File: src/rtl/jtpopeye_dma_pkg.sv
// Shared state encoding and window defaults for the Popeye object DMA.
package jtpopeye_dma_pkg;

    localparam int         DMA_WIN   = 1024;
    localparam logic [9:0] DMA_START = 10'h000;
    localparam int         DMA_LEN   = 1024;

    typedef enum logic [2:0] {
        ST_IDLE,
        ST_REQ,
        ST_COPY,
        ST_FLUSH,
        ST_REL
    } dma_state_e;

endpackage

File: src/rtl/jtpopeye_dma_addr.sv
// Window address counter, issued-byte counter and write-pipeline valid flag.
module jtpopeye_dma_addr
    import jtpopeye_dma_pkg::*;
#(
    parameter logic [9:0] START = DMA_START,
    parameter int         LEN   = DMA_LEN
) (
    input  logic       clk,
    input  logic       rst,
    input  logic       cen,
    input  logic       load,
    input  logic       adv,
    input  logic       vclr,
    output logic [9:0] addr,
    output logic [9:0] idx,
    output logic       v,
    output logic       tc
);

    localparam int          CW   = $clog2(DMA_WIN) + 1;
    localparam logic [CW-1:0] LAST = CW'(LEN - 1);

    logic [9:0]    addr_q, addr_d;
    logic [CW-1:0] cnt_q, cnt_d;
    logic          v_q, v_d;

    always_comb begin
        addr_d = addr_q;
        cnt_d  = cnt_q;
        v_d    = v_q;
        if (load) begin
            addr_d = START;
            cnt_d  = '0;
            v_d    = 1'b0;
        end else if (adv) begin
            addr_d = addr_q + 10'd1;
            cnt_d  = cnt_q + 1'b1;
            v_d    = 1'b1;
        end else if (vclr) begin
            v_d = 1'b0;
        end
    end

    always_ff @(posedge clk or posedge rst) begin
        if (rst) begin
            addr_q <= START;
            cnt_q  <= '0;
            v_q    <= 1'b0;
        end else if (cen) begin
            addr_q <= addr_d;
            cnt_q  <= cnt_d;
            v_q    <= v_d;
        end
    end

    // The byte being written belongs to the previous address (RAM latency 1).
    assign addr = addr_q;
    assign idx  = addr_q - 10'd1 - START;
    assign v    = v_q;
    assign tc   = (cnt_q == LAST);

endmodule

File: src/rtl/jtpopeye_dma.sv
// Popeye object DMA: on VB rising edge, borrow the Z80 bus and copy a RAM window into the back object bank.
module jtpopeye_dma
    import jtpopeye_dma_pkg::*;
#(
    parameter logic [9:0] START  = DMA_START,
    parameter int         LEN    = DMA_LEN,
    parameter int         OBJ_AW = 11
) (
    input  logic              clk,
    input  logic              rst,
    input  logic              cen,
    input  logic              VB,
    input  logic              busak_n,
    output logic              busrq_n,
    output logic              dma_cs,
    output logic [9:0]        AD_DMA,
    input  logic [7:0]        DD_DMA,
    output logic              obj_we,
    output logic [OBJ_AW-1:0] obj_addr,
    output logic [7:0]        obj_data,
    output logic              rd_bank,
    output logic              busy,
    output logic              done
);

    dma_state_e state_q, state_d;
    logic       vbl_q, busrq_n_q, busrq_n_d, dma_cs_q, dma_cs_d;
    logic       wr_bank_q, wr_bank_d, held_q, held_d;
    logic [7:0] hold_q, hold_d;
    logic       load, adv, vclr, v, tc, trig;
    logic [9:0] idx;

    jtpopeye_dma_addr #(
        .START (START),
        .LEN   (LEN)
    ) u_addr (
        .clk   (clk),
        .rst   (rst),
        .cen   (cen),
        .load  (load),
        .adv   (adv),
        .vclr  (vclr),
        .addr  (AD_DMA),
        .idx   (idx),
        .v     (v),
        .tc    (tc)
    );

    assign trig = VB && !vbl_q;

    always_comb begin
        state_d   = state_q;
        busrq_n_d = busrq_n_q;
        dma_cs_d  = dma_cs_q;
        wr_bank_d = wr_bank_q;
        held_d    = held_q;
        hold_d    = hold_q;
        load      = 1'b0;
        adv       = 1'b0;
        vclr      = 1'b0;
        case (state_q)
            ST_IDLE: begin
                busrq_n_d = 1'b1;
                if (trig) begin
                    state_d   = ST_REQ;
                    busrq_n_d = 1'b0;
                end
            end
            ST_REQ: begin
                if (!busak_n) begin
                    dma_cs_d = 1'b1;
                    load     = 1'b1;
                    state_d  = ST_COPY;
                end
            end
            ST_COPY, ST_FLUSH: begin
                // Bus lost: keep the pending byte, since DD_DMA moves on to the next address.
                if (busak_n) begin
                    held_d = 1'b1;
                    if (!held_q) hold_d = DD_DMA;
                end else begin
                    held_d = 1'b0;
                    if (state_q == ST_COPY) begin
                        adv = 1'b1;
                        if (tc) state_d = ST_FLUSH;
                    end else begin
                        vclr      = 1'b1;
                        dma_cs_d  = 1'b0;
                        busrq_n_d = 1'b1;
                        state_d   = ST_REL;
                    end
                end
            end
            ST_REL: begin
                if (busak_n) begin
                    wr_bank_d = ~wr_bank_q;
                    state_d   = ST_IDLE;
                end
            end
            default: state_d = ST_IDLE;
        endcase
    end

    always_ff @(posedge clk or posedge rst) begin
        if (rst) begin
            state_q   <= ST_IDLE;
            vbl_q     <= 1'b0;
            busrq_n_q <= 1'b1;
            dma_cs_q  <= 1'b0;
            wr_bank_q <= 1'b0;
            held_q    <= 1'b0;
        end else if (cen) begin
            state_q   <= state_d;
            vbl_q     <= VB;
            busrq_n_q <= busrq_n_d;
            dma_cs_q  <= dma_cs_d;
            wr_bank_q <= wr_bank_d;
            held_q    <= held_d;
        end
    end

    always_ff @(posedge clk) begin
        if (cen) hold_q <= hold_d;
    end

    assign busrq_n  = busrq_n_q;
    assign dma_cs   = dma_cs_q;
    assign rd_bank  = ~wr_bank_q;
    assign busy     = (state_q != ST_IDLE);
    assign done     = (state_q == ST_REL) && busak_n && cen;
    assign obj_we   = v && cen && !busak_n && (state_q == ST_COPY || state_q == ST_FLUSH);
    assign obj_addr = v ? OBJ_AW'({wr_bank_q, idx}) : '0;
    assign obj_data = v ? (held_q ? hold_q : DD_DMA) : 8'd0;

endmodule

File: config.mk
export PLATFORM = sky130hd
export DESIGN_NAME = jtpopeye_dma
export DESIGN_NICKNAME = d
export VERILOG_FILES = /design/src/rtl/jtpopeye_dma_pkg.sv /design/src/rtl/jtpopeye_dma_addr.sv /design/src/rtl/jtpopeye_dma.sv
export SDC_FILE = /design/constraint.sdc
export NUM_CORES = 1
export LEC_CHECK = 0
export ABC_AREA = 1
export ABC_CLOCK_PERIOD_IN_PS = 1710
export BUFFER_PORTS_ARGS = -buffer_cell sky130_fd_sc_hd__buf_2
export CAP_MARGIN = 5
export CORE_MARGIN = 4
export CORE_UTILIZATION = 55
export CTS_CLUSTER_DIAMETER = 80
export DETAILED_ROUTE_END_ITERATION = 8
export PLACE_DENSITY = 0.8
export SYNTH_ARGS = -nofsm -noshare
export SYNTH_HDL_FRONTEND = slang
export SYNTH_SLANG_ARGS = --single-unit
File: constraint.sdc
create_clock -name clk -period 1.71 [get_ports clk]
set_clock_uncertainty 0.05 [all_clocks]
set_input_delay 0.171 -clock clk [delete_from_list [all_inputs] [get_ports clk]]
set_output_delay 0.171 -clock clk [all_outputs]
set_load 0.02 [all_outputs]
==> results of run 1 <==
-- per-layer routing --
metal | share of wire | wire length (um) | GRT usage | vias up
met3 | 0.049 | 301 | 0.0520 | 11
met4 | 0.020 | 121 | 0.0885 | 0
met5 | 0 | 0 | 0 | -
met2 | 0.53 | 3220 | 0.406 | 58
met1 | 0.41 | 2480 | 0.277 | 1138
li1 | - | - | - | 1201
-- cell usage in the layout, fill, tap and decap left out, drive strengths merged --
cell type    instances
a21oi               13
a31oi                1
buf                 68
clkbuf               6
clkinv               2
clkinvlp             1
dfrtp               29
dfstp                1
dlygate4sd3          1
edfxtp               8
ha                   3
inv                 44
nand2              100
nand3               25
nand4               18
nor2                33
nor3                 7
o21ai               28
o21bai               1
o22ai                1
or2                  1
xor2                 5
-- metrics by stage --
step	total power [mW]	area (sq um)	cells	TNS (ns)
final	5.19	3020	446	-0.332
after global routing	5.59	3020	446	-0.995
after CTS	4.99	2950	443	-0.203
after detailed placement	4.09	2750	430	0
after global placement	4.01	2750	430	0
after floorplan	3.26	2400	327	-0.0552
-- power breakdown --
group	leakage [nW]	switching (mW)	internal, mW
Sequential	0.456	0.280	1.23
Clock	0.0472	0.328	0.324
Combinational	0.996	1.91	1.12
-- registers in the layout, summed over array words and instances, names as in the netlist --
name,count
u_addr.v,1
vbl_q,1
dma_cs,1
busrq_n,1
held_q,1
u_addr.cnt_q,11
state_q,3
u_addr.addr,10
hold_q,8
wr_bank_q,1
-- cells by family after synthesis --
group                    Yosys count
buffers and inverters             53
AND/OR/NAND/NOR                  184
adder cells (fa/ha/maj)            3
flip-flops                        38
XOR/XNOR                           5
AO/OA/AOI/OAI                     44
-- final cells by class --
class	instances	area, sq um	share of cell area
clock inverters	2	12.5	0.00414
well taps	50	62.6	0.0207
inverters	45	176	0.0583
repair buffers	69	444	0.147
clock buffers	6	82.6	0.0273
multi-input cells	236	1250	0.413
flip-flops and latches	38	997	0.330
-- critical path: cells and delay by family, from the launching register on --
kind | cells | cell delay, ns
simple gates | 3 | 0.33
buf+inv | 2 | 0.22
flops | 1 | 0.39
xor+xnor | 1 | 0.16
fa+ha+maj | 1 | 0.17
-- worst min-delay path by stage --
| stage | start | to | slack, ns |
|---|---|---|---|
| global placement | rst | wr_bank_q | 0.17 |
| global route | VB | vbl_q | 0.06 |
| floorplan | rst | dma_cs | 0.21 |
| CTS | VB | vbl_q | 0.04 |
| detailed placement | rst | wr_bank_q | 0.18 |
| finish | VB | vbl_q | 0.07 |
-- timing repair --
item	4_1_cts	5_1_grt
pin swaps	5	11
endpoints found under the hold margin	29	0
resized for setup	19	21
hold buffers	1	0
setup buffers	4	3
endpoints found under the setup margin	8	20
==> impl_metrics.tcl, run 1 <==
set metrics [dict create \
    portBuffers 47 \
    critical-path-max-stage-delay_ns 0.39 \
    synth_most_common_cell "nand2_1" \
    grt_max_degree 31 \
    core-area_sq_um 4090 \
    synth_edf_count 8 \
    hold_viol_final 0 \
    endpoint_kind "output pin" \
    async_reset_ff_frac 0.789 \
    grt_pass1_wl_um 9650 \
    fin_util 0.740 \
    r2r_slack_ns 0.13 \
    fin_nets 411 \
    yosysUniqueCellTypes 33 \
    yosysWarnings 0 \
    crit_end "obj_addr[8]" \
    synth_compound_gate_area_share 0.0960 \
    post-route-drc-count 0 \
    synth_top_family_by_area "simple AND/OR/NAND/NOR gates" \
    synth_common_cells "nand2_1 (96), inv_1 (40), nor2_1 (30)" \
    muxShareOfSynthArea 0 \
    cts_tree "built" \
    grt_util_all_layers 0.233 \
    htree_levels 2 \
    synthTopCellsByArea "dfrtp_1 (30%), nand2_1 (15%), edfxtp_1 (10%)" \
    synth_cells 327 \
    synthAdderAreaFrac 0.0157 \
    routedWlPerCell_um 13.7 \
    dieArea_sq_um 5460 \
    root_buffer "clkbuf_8" \
    seq_area_frac_synth 0.416 \
    rsz0062_at_grt "true" \
    drt_first_pass_iters 4 \
    violations "setup timing" \
    power.leakage_nw 1.50 \
    slew_headroom 0.758 \
    hpwl_um 4220 \
    wl_um 6130 \
    num_vias 2408 \
    grt_pass1_vias 2165 \
    cp_max_fo 4 \
    cts_buffers 5 \
    gp_congestion 0.912 \
    die_w_um 73.9 \
    cap_viol_max_count 0 \
    drive_above_1_share 0.301 \
    vias_per_cell 5.40 \
    drt-initial-drc-count 166 \
    finalCritPeriodShare 1.05 \
    cts_buffer_depth 2 \
    fin_hold_ws_ns 0.0676 \
    yosys.area_share.simple 0.354 \
    whs_path_depth 3 \
    ff2ff_path_depth 8 \
    syn-num-nets 343 \
    io-pin-count 48 \
    clkLatencyLatePin_ns 0.30 \
    pre_cts_slack_ns 0.0935 \
    clock_sinks 38 \
    area_growth_pct 26.7 \
    avgSynthCellArea_sq_um 7.30 \
    fill_cells 332 \
    crit_start "u_addr.addr[1]" \
    start_util 0.584 \
    syn_area_sq_um 2390 \
    worstPathCellList "inv_2 > ha_4 > nand2_4 > nor3_4 > xor2_2 > nor2_2 > buf_6" \
    finalMaxSlewViolations 0 \
    synth_top_area_cell "dfrtp_1" \
    r2r-start "u_addr.cnt_q[0]" \
    post-route-min-period_ns 1.80 \
    grt.overflow.total 0 \
    rr_endpoint "state_q[0]" \
    n_antenna_cell 0 \
    crit_required_ns 1.49 \
    arrival_ns 1.58 \
    final.setup.worst_slack_ns -0.0887 \
    start_kind "flop" \
    die_height_um 73.9 \
    synth_seq_cells 38 \
    yosysTopAreaCellShare 0.304 \
    setup-violations-final 6 \
    hold_class "input port to flop" \
    status "complete, but fails checks" \
    fmax_mhz 556 \
    yosys.area_share.xor_xnor 0.0184 \
    path_clk_slew_ns 0.07 \
    worstMarginPinSlew_ns 0.363 \
    critical_path_class "flop to output pin" \
    synth-main-ff-cell "dfrtp_1" \
    antenna_found_initial 0 \
    final_antenna_net_count 0 \
    slowest_stage "dfrtp_1" \
    vdd_drop_max_uv 930 \
    rows 23 \
    power_density_nw_per_um2 1720 \
]
No activity file was read; power rests on OpenSTA's default activity.
==> run 2: changes to the inputs <==
--- a/config.mk
+++ b/config.mk
@@ -11,8 +11,11 @@
 export CAP_MARGIN = 5
 export CORE_MARGIN = 4
 export CORE_UTILIZATION = 55
+export CTS_BUF_LIST = sky130_fd_sc_hd__clkbuf_16
 export CTS_CLUSTER_DIAMETER = 80
 export DETAILED_ROUTE_END_ITERATION = 8
+export GPL_TIMING_DRIVEN = 0
+export HOLD_SLACK_MARGIN = 0.03
 export PLACE_DENSITY = 0.8
 export SYNTH_ARGS = -nofsm -noshare
 export SYNTH_HDL_FRONTEND = slang
==> impl_metrics.tcl, run 2 (synthesized netlist as in run 1, its figures left out) <==
set metrics [dict create \
    arrival_ns 1.58 \
    portBuffers 47 \
    routedWlPerCell_um 14.3 \
    power_density_nw_per_um2 1760 \
    fin_hold_ws_ns 0.0830 \
    cp_max_fo 4 \
    top_register "u_addr.cnt_q" \
    finalMaxSlewViolations 0 \
    crit_start "u_addr.addr[4]" \
    grt_util_all_layers 0.232 \
    ff2ff_path_depth 8 \
    final_antenna_net_count 0 \
    power.leakage_nw 1.53 \
    gp_congestion 0.886 \
    drt_first_pass_iters 5 \
    grt_pass1_wl_um 9870 \
    rows 23 \
    hold_viol_final 0 \
    io-pin-count 48 \
    combPwrFrac 0.549 \
    rsz0062_at_grt "true" \
    clkPwrFrac 0.160 \
    switching_share 0.473 \
    violations "setup timing" \
    p_sw_mw 2.60 \
    clock_sinks 38 \
    crit_end "obj_addr[9]" \
    hold_class "input port to flop" \
    r2r-start "u_addr.cnt_q[0]" \
    final_common_cell "nand2_1" \
    r2r_slack_ns 0.17 \
    dieArea_sq_um 5460 \
    largest_register_ffs 11 \
    worstMarginPinSlew_ns 0.639 \
    root_buffer "clkbuf_16" \
    setup-violations-final 5 \
    fmax_mhz 555 \
    p_total_mw 5.50 \
    drive_above_1_share 0.316 \
    placed_area_sq_um 2690 \
    finalCritPeriodShare 1.05 \
    endpoint_kind "output pin" \
    start_util 0.584 \
    instances_no_fill 446 \
    hpwl_um 4220 \
    internal_power_mw 2.90 \
    grt_max_degree 31 \
    rr_endpoint "state_q[0]" \
    area_growth_pct 30.8 \
    fin_nets 411 \
    whs_path_depth 3 \
    post-route-drc-count 0 \
    post-route-min-period_ns 1.80 \
    final_cell_mix "nand2_1 (93), buf_2 (42), inv_1 (36)" \
    stdcell_area_sq_um 3120 \
    vdd_drop_max_uv 1420 \
    grt.overflow.total 0 \
    slew_headroom 0.574 \
    status "complete, but fails checks" \
    die_w_um 73.9 \
    htree_levels 2 \
    num_vias 2469 \
    clkLatencyLatePin_ns 0.28 \
    final.setup.worst_slack_ns -0.0913 \
    cap_viol_max_count 0 \
    core-area_sq_um 4090 \
    crit_required_ns 1.49 \
    vias_per_cell 5.54 \
    critical_path_class "flop to output pin" \
    cts_buffers 5 \
    dp.cells 424 \
    start_kind "flop" \
    cts_tree "built" \
    wl_um 6400 \
    cts_buffer_depth 2 \
    n_antenna_cell 0 \
    pwr-share-seq 0.290 \
    path_clk_slew_ns 0.06 \
    antenna_found_initial 0 \
    die_height_um 73.9 \
    drt-initial-drc-count 245 \
    grt_pass1_vias 2265 \
]
-- run 2: per-stage QoR --
step / setup TNS, ns / util / setup slack, ns
2_1_floorplan: -0.0552 / - / -0.0552
3_3_place_gp: -0.298 / 0.659 / -0.0680
3_5_place_dp: -0.859 / 0.659 / -0.116
4_1_cts: -0.248 / 0.720 / -0.0880
5_1_grt: -0.740 / 0.764 / -0.162
6_report: -0.268 / 0.764 / -0.0913
-- run 2: final cells by class --
class / count / area, sq um
Buffer: 5 / 52.6
Clock buffer: 5 / 125
Clock inverter: 3 / 12.5
Fill cell: 304 / 965
Inverter: 45 / 184
Multi-Input combinational cell: 236 / 1270
Sequential cell: 38 / 1000
Tap cell: 50 / 62.6
Timing Repair Buffer: 64 / 409
-- run 2: worst max-delay path, cell delays in order, from the launching register on --
cell and delay [ns]:
dfrtp_2 0.43, nor2_4 0.16, nand2_4 0.08, nor2_4 0.14, nand2_2 0.08, xor2_2 0.14
nor2_2 0.13, buf_6 0.13
-- run 2: what timing repair did --
item / CTS / global route
endpoints found under the hold margin: 0 / 12
gates resized for setup: 28 / 28
endpoints found under the setup margin: 29 / 22
cloned: 0 / 0
hold buffers: 0 / 1
setup buffers: 4 / 11
pin swaps: 5 / 6
-- run 2: power by group through the flow --
stage	logic (mW)	clock network, mW	registers (mW)
after global routing	3.30	0.938	1.63
after floorplan	1.68	0	1.58
final	3.02	0.880	1.60
after detailed placement	2.46	0	1.51
after CTS	2.75	0.887	1.49
after global placement	2.40	0	1.51
-- run 2: worst min path at each step --
stage | endpoint | start | slack, ns
3_5_place_dp | vbl_q | VB | 0.36
5_1_grt | vbl_q | VB | 0.08
2_1_floorplan | dma_cs | rst | 0.21
4_1_cts | vbl_q | VB | 0.08
3_3_place_gp | vbl_q | VB | 0.36
6_report | vbl_q | VB | 0.08
-- run 2: metal layers --
| layer | global-route usage | wire length (um) | up-vias |
|---|---|---|---|
| met1 | 0.266 | 2530 | 1156 |
| met4 | 0.0684 | 87 | 0 |
| met2 | 0.428 | 3390 | 98 |
| met3 | 0.0492 | 384 | 9 |
| li1 | - | - | 1206 |
| met5 | 0 | 0 | - |
